## src/rtl/mem_port_arbiter.sv

```systemverilog
// Purpose: shares one memory port between instruction fetch and data access; data normally wins.
// Latency: request seen in IDLE at cycle 0 -> mem_req from cycle 1; ack same cycle as mem_ready.
// Backpressure: requesters hold req until ack; one IDLE cycle between accesses. Option: STARVE_GUARD_EN.
module mem_port_arbiter #(
  parameter int ADDR_W       = 32,
  parameter int DATA_W       = 32,
  parameter int STARVE_LIMIT = 4
) (
  input  logic                clk,
  input  logic                reset,
  input  logic                halt,
  input  logic                i_req,
  input  logic [ADDR_W-1:0]   i_addr,
  output logic                i_ack,
  output logic [DATA_W-1:0]   i_rdata,
  input  logic                d_req,
  input  logic                d_we,
  input  logic [ADDR_W-1:0]   d_addr,
  input  logic [DATA_W-1:0]   d_wdata,
  input  logic [DATA_W/8-1:0] d_be,
  output logic                d_ack,
  output logic [DATA_W-1:0]   d_rdata,
  output logic                mem_req,
  output logic                mem_we,
  output logic [ADDR_W-1:0]   mem_addr,
  output logic [DATA_W-1:0]   mem_wdata,
  output logic [DATA_W/8-1:0] mem_be,
  input  logic                mem_ready,
  input  logic [DATA_W-1:0]   mem_rdata,
  output logic                busy
);

  localparam int BE_W = DATA_W / 8;
  localparam int SW   = $clog2(STARVE_LIMIT + 1);

  localparam logic [1:0] IDLE   = 2'd0;
  localparam logic [1:0] BUSY_I = 2'd1;
  localparam logic [1:0] BUSY_D = 2'd2;

  logic [1:0]        r_state;
  logic [1:0]        w_next_state;
  logic              r_mem_we;
  logic [ADDR_W-1:0] r_mem_addr;
  logic [DATA_W-1:0] r_mem_wdata;
  logic [BE_W-1:0]   r_mem_be;
  logic              w_idle;
  logic              w_fetch_ok;
  logic              w_force_i;
  logic              w_grant_d;
  logic              w_grant_i;

  assign w_idle     = (r_state == IDLE);
  assign w_fetch_ok = i_req && !halt;

`ifdef STARVE_GUARD_EN
  // Count data grants made while a fetch is waiting; a full streak hands the next slot to the fetch.
  logic [SW-1:0] r_streak;

  assign w_force_i = (r_streak == SW'(STARVE_LIMIT)) && w_fetch_ok;

  // Streak bookkeeping happens only at arbitration time (IDLE); saturates while halt blocks fetches.
  always_ff @(posedge clk or posedge reset) begin
    if (reset) begin
      r_streak <= '0;
    end else if (w_idle) begin
      if (!i_req || w_grant_i) begin
        r_streak <= '0;
      end else if (w_grant_d && (r_streak != SW'(STARVE_LIMIT))) begin
        r_streak <= r_streak + 1'b1;
      end
    end
  end
`else
  // Strict data priority: the starvation limit has no effect in this build.
  logic [SW-1:0] w_unused_starve_limit;
  assign w_unused_starve_limit = SW'(STARVE_LIMIT);
  assign w_force_i = 1'b0;
`endif

  // Older instruction (data) wins unless the starvation guard forces a fetch.
  assign w_grant_d = w_idle && d_req && !w_force_i;
  assign w_grant_i = w_idle && w_fetch_ok && !w_grant_d;

  // Next-state selection: grant from IDLE, return to IDLE on the memory's completion.
  always_comb begin
    w_next_state = r_state;
    case (r_state)
      IDLE: begin
        if (w_grant_d)      w_next_state = BUSY_D;
        else if (w_grant_i) w_next_state = BUSY_I;
      end
      BUSY_I, BUSY_D: begin
        if (mem_ready) w_next_state = IDLE;
      end
      default: w_next_state = IDLE;
    endcase
  end

  // State register; reset aborts any in-flight access without an ack.
  always_ff @(posedge clk or posedge reset) begin
    if (reset) r_state <= IDLE;
    else       r_state <= w_next_state;
  end

  // Capture the winner's request at grant so memory outputs stay stable for the whole access.
  always_ff @(posedge clk or posedge reset) begin
    if (reset) begin
      r_mem_we    <= 1'b0;
      r_mem_addr  <= '0;
      r_mem_wdata <= '0;
      r_mem_be    <= '0;
    end else if (w_grant_d) begin
      r_mem_we    <= d_we;
      r_mem_addr  <= d_addr;
      r_mem_wdata <= d_wdata;
      r_mem_be    <= d_we ? d_be : {BE_W{1'b1}};
    end else if (w_grant_i) begin
      r_mem_we    <= 1'b0;
      r_mem_addr  <= i_addr;
      r_mem_wdata <= '0;
      r_mem_be    <= {BE_W{1'b1}};
    end
  end

  assign busy      = !w_idle;
  assign mem_req   = busy;
  assign mem_we    = r_mem_we;
  assign mem_addr  = r_mem_addr;
  assign mem_wdata = r_mem_wdata;
  assign mem_be    = r_mem_be;

  assign i_ack   = (r_state == BUSY_I) && mem_ready;
  assign d_ack   = (r_state == BUSY_D) && mem_ready;
  assign i_rdata = mem_rdata;
  assign d_rdata = mem_rdata;

endmodule

```

## config.mk

```make
export PLATFORM = sky130hd
export DESIGN_NAME = mem_port_arbiter
export DESIGN_NICKNAME = d
export VERILOG_FILES = /design/src/rtl/mem_port_arbiter.sv
export SDC_FILE = /design/constraint.sdc
export NUM_CORES = 1
export LEC_CHECK = 0
export ABC_AREA = 0
export CORE_MARGIN = 5
export CORE_UTILIZATION = 35
export DETAILED_ROUTE_END_ITERATION = 6
export GPL_TIMING_DRIVEN = 0
export PLACE_DENSITY = 0.82
export SYNTH_ARGS = -nofsm -noshare
export SYNTH_HDL_FRONTEND = slang
export SYNTH_SLANG_ARGS = --single-unit
```

## constraint.sdc

```tcl
create_clock -name clk -period 2.6 [get_ports clk]
set_input_delay 0.39 -clock clk [delete_from_list [all_inputs] [get_ports clk]]
set_output_delay 0.39 -clock clk [all_outputs]
set_load 0.03 [all_outputs]
```

# Word-level counts from Yosys, hierarchy flattened
# Cells that the tools add are included.
# totals
ff_bits	71
inputBits	139
output_inout_bits	137
# op_classes
n_eq_ne	4
n_reduce_logical	13
muxes	13
# op_table
op	n
2-to-1 mux 32 bit	4
2-to-1 mux 4 bit	3
logical AND 1 bit	6
2-to-1 mux 2 bit	3
case mux 2 bit (2 select lines)	1
logical NOT 1 bit	3
!= test 3 x 1 -> 1 bit (second input constant)	1
equality test 2 x 1 -> 1 bit (second input constant)	1
equality test 2 bit (second input constant)	1
logical NOT 2 bit	1
2-to-1 mux 1 bit	2
!= test 2 bit (second input constant)	1
AND reduction 2 bit	1
nonzero test 2 bit	1
OR reduction 2 bit	1

# Depth between registers and ports, before layout
# logic_depth
depth_word	7
depth_mapped	6
depth_no_buf	5

# Least setup slack after synthesis
# Ideal clock, no wire load.
# synth_timing
path_type	reg2reg
start	register r_state[1]
end	register r_mem_addr[0] (netlist: mem_addr[0])
path_stages_with_launch	7
arrival_ps	1545
required_ps	2475
path_slack_ps	930
path_cell_list	dfrtp_1 > inv_1 > ha_1 > o21a_1 > buf_4 > buf_4 > mux2_4
# synth_via
elab_chain_cells	5
# synth_lines
element	line	source
start, declared	40	logic [1:0] r_state;
start signal, assigned	102	else r_state <= w_next_state;
logical NOT 2 bit *	52	assign w_idle = (r_state == IDLE);
logical AND 1 bit	81	assign w_grant_d = w_idle && d_req && !w_force_i;
logical NOT 1 bit	82	assign w_grant_i = w_idle && w_fetch_ok && !w_grant_d;
logical AND 1 bit	82	
nonzero test 2 bit (no line)	n/a	
end signal, assigned	114	r_mem_addr <= d_addr;
end signal, assigned	119	r_mem_addr <= i_addr;
end, declared	43	logic [ADDR_W-1:0] r_mem_addr;
# Mark *: on every way between the ends. The rest lies on a longest branch, timed or not.
# A chain may end at the register's enable or synchronous reset.

# Final worst setup path
# layout_timing
start	register r_state[1]
end	output mem_req
# layout_via
elab_chain_cells	2
# layout_lines
element	line	source
logical NOT 2 bit	52	
logical NOT 1 bit	125	assign busy = !w_idle;
end, declared	23	output logic mem_req,
# Every way passes these cells.

==> reports/results.ini <==
[synth]
yosys.area_share.xor_xnor=0
ys_top_cells_by_area=dfrtp_1, mux2_4, buf_4
synthDistinctLibCells=23
synthArstFlopShare=1.00
synth_edf_count=0
ys.flop_type=dfrtp_1
synthAdderAreaFrac=0.00990
synth_top_cell_area_share=0.469
synth_area_per_cell_um2=13.9
yosys_warnings=0
synth.largest_area_cell=dfrtp_1
syn_inst=273
syn-num-nets=415
synth_top_family_by_area=multiplexers
ys_ff_latch=71
yosysMostFrequentCell=dfrtp_1
ys_seq_area_frac=0.469
synth_compound_area_frac=0.0951
synth_commonest_cells=dfrtp_1, buf_4, mux2_4
synthMuxAreaShare=0.250
yosys.area_share.simple=0.0152
syn-cell-area_um2=3790

[clock_network]
postCtsSetupBuffers=0
cts_buffers=9
cts_htree_levels=3
tritoncts=built
clock_latency_ns=0.33
ctsHoldBuffers=0
cts.sinks=71
post_cts_resized=0
clk_pin_slew_ns=0.08
clockBufferDepth=2
clockRootBuffer=clkbuf_8

[global_route]
grt-ovfl-total=0
busiest_layer=met2
grt_antenna_before_repair=0
use_met2=0.289
grt_max_degree=72
grt_pass1_wl_um=17000
use_met3=0.0708
grtUsageMet1=0.177
grtUsageTotal=0.165
grt_pass1_vias=3384

[drt]
routed-via-count=2998
drt_iter0_markers=130
via_per_inst=4.47
wire_per_inst_um=16.6
ant_nets=0
dr.pass1.iters=4
totalWireLength_um=11100
drc=0

[critical_path]
crit_type=register to output pin
worstSetupStartpointType=register
r2r_end=mem_addr[2]$_DFFE_PP0P_
cp.required_ns=2.21
r2r-start=r_state[1]$_DFFE_PP0P_
ff2ff_path_depth=6
worst-r2r-setup-slack_ns=0.71
crit_fanout=7
arrival_ns=2.03
setup.worst_path.end_class=output pin

[cells_and_area]
final_layout_size_suffix_gt1_frac=0.301
final_nets=669
diodes=0
syn2layout_area_growth_pct=74.1
final_util=0.614
final_cell_count_no_fill=671
fill_cells=863

[timing]
finalMaxSlewViolations=0
slew_headroom=0.416
finalHoldViolCount=0
fmax_ghz=0.414
min_period_ns=2.42
skew_ns=0.00860
whs_ns=0.505
finalSetupViolations=0
worst_slew_pin_slew_ns=0.876
rsz0062_at_grt=false
fin_crit_sh=0.930

[min_path]
hold_path.class=register to register
hold_path_end=mem_wdata[9]$_DFFE_PP0P_
hp-start=mem_wdata[9]$_DFFE_PP0P_
hold_depth=1

[power]
p_leak_nw=3.00
power_frac_comb=0.608
p_sw_w=0.00284
power.total_w=0.00715
power.density_nw_per_um2=1080
ir_drop_v=0.000500
power_frac_seq=0.270
p_clk_frac=0.122
switching_share=0.398
p_int_w=0.00430

[floorplan]
rows=38
die_width_um=114
die-area_um2=13000
dieHeight_um=114
io_pins=276
core_area_um2=10700
initial_utilization=0.353

[flow_run]
maxCapViolCount=0

[placed_design]
numPortBuffers=243
place_congestion=0.863
dpl.hpwl_um=9180
dp.cells=656

[outcome]
status=finished clean

-- worst max-delay path by stage --
| stage | end | slack (ns) | start | cells past startpoint |
|---|---|---|---|---|
| 2_1_floorplan | mem_addr[0]$_DFFE_PP0P_ | 0.41 | reset | 1 |
| 3_3_place_gp | mem_wdata[15]$_DFFE_PP0P_ | -0.74 | reset | 2 |
| 3_5_place_dp | mem_addr[4]$_DFFE_PP0P_ | 0.46 | i_req | 6 |
| 4_1_cts | mem_req | 0.14 | r_state[1]$_DFFE_PP0P_ | 5 |
| 5_1_grt | mem_req | 0.05 | r_state[1]$_DFFE_PP0P_ | 5 |
| 6_report | mem_req | 0.18 | r_state[1]$_DFFE_PP0P_ | 5 |
-- layer usage --
layer,share of wire,up-vias
met5,0,-
met4,0.019,0
met3,0.11,15
met2,0.51,166
met1,0.36,1418
li1,-,1399
-- stage by stage --
stage | setup WS [ns] | setup TNS (ns) | area (um^2)
detailed placement | 0.464 | 0 | 6400
global placement | -0.738 | -52.12 | 6400
finish | 0.182 | 0 | 6600
CTS | 0.140 | 0 | 6600
global route | 0.0525 | 0 | 6600
floorplan | 0.413 | 0 | 3790
-- worst max-delay path: stages, from the launching register on --
cell and delay (ns):
dfrtp_1 0.39, inv_1 0.12, ha_1 0.34, inv_1 0.12, buf_4 0.15, clkdlybuf4s50_1 0.58
-- cell type report --
| type | count | area, um^2 | share of cell area |
|---|---|---|---|
| repair buffers | 243 | 2430 | 0.369 |
| inverters | 5 | 21.3 | 0.00322 |
| multi-input cells | 118 | 1400 | 0.212 |
| flip-flops and latches | 71 | 1780 | 0.269 |
| plain buffers | 79 | 593 | 0.0899 |
| well taps | 140 | 175 | 0.0266 |
| clock inverters | 3 | 42.5 | 0.00645 |
| clock buffers | 12 | 155 | 0.0235 |
-- layout by cell type, fill, tap and decap left out, types with 4 or more instances in the layout --
| cell type | synthesis | routed |
|---|---|---|
| clkdlybuf4s50_1 | 0 | 243 |
| dfrtp_1 | 71 | 71 |
| o22a_1 | 4 | 4 |
| mux2_4 | 60 | 60 |
| buf_2 | 6 | 6 |
| clkbuf_8 | 0 | 11 |
| buf_6 | 5 | 5 |
| inv_1 | 5 | 4 |
| mux2_2 | 4 | 4 |
| buf_4 | 67 | 67 |
| a22o_1 | 32 | 32 |
-- logic make-up after synthesis --
family,count (synthesis)
simple gates,8
flops,71
compound gates,43
fa+ha+maj,3
buf+inv,84
mux,64
-- power by group through the flow --
stage	registers [W]	clock network, W	logic [W]
after global placement	0.00192	0	0.00434
after floorplan	0.00294	0	0.00169
after global routing	0.00200	0.000957	0.00456
after detailed placement	0.00194	0	0.00440
final	0.00193	0.000871	0.00434
after CTS	0.00193	0.000909	0.00441
-- state kept, by name, summed over array words and instances, names as in the netlist --
name       flops
mem_we         1
mem_wdata     32
r_state        2
mem_addr      32
mem_be         4
Note: power is estimated with default switching activity, not from simulation.
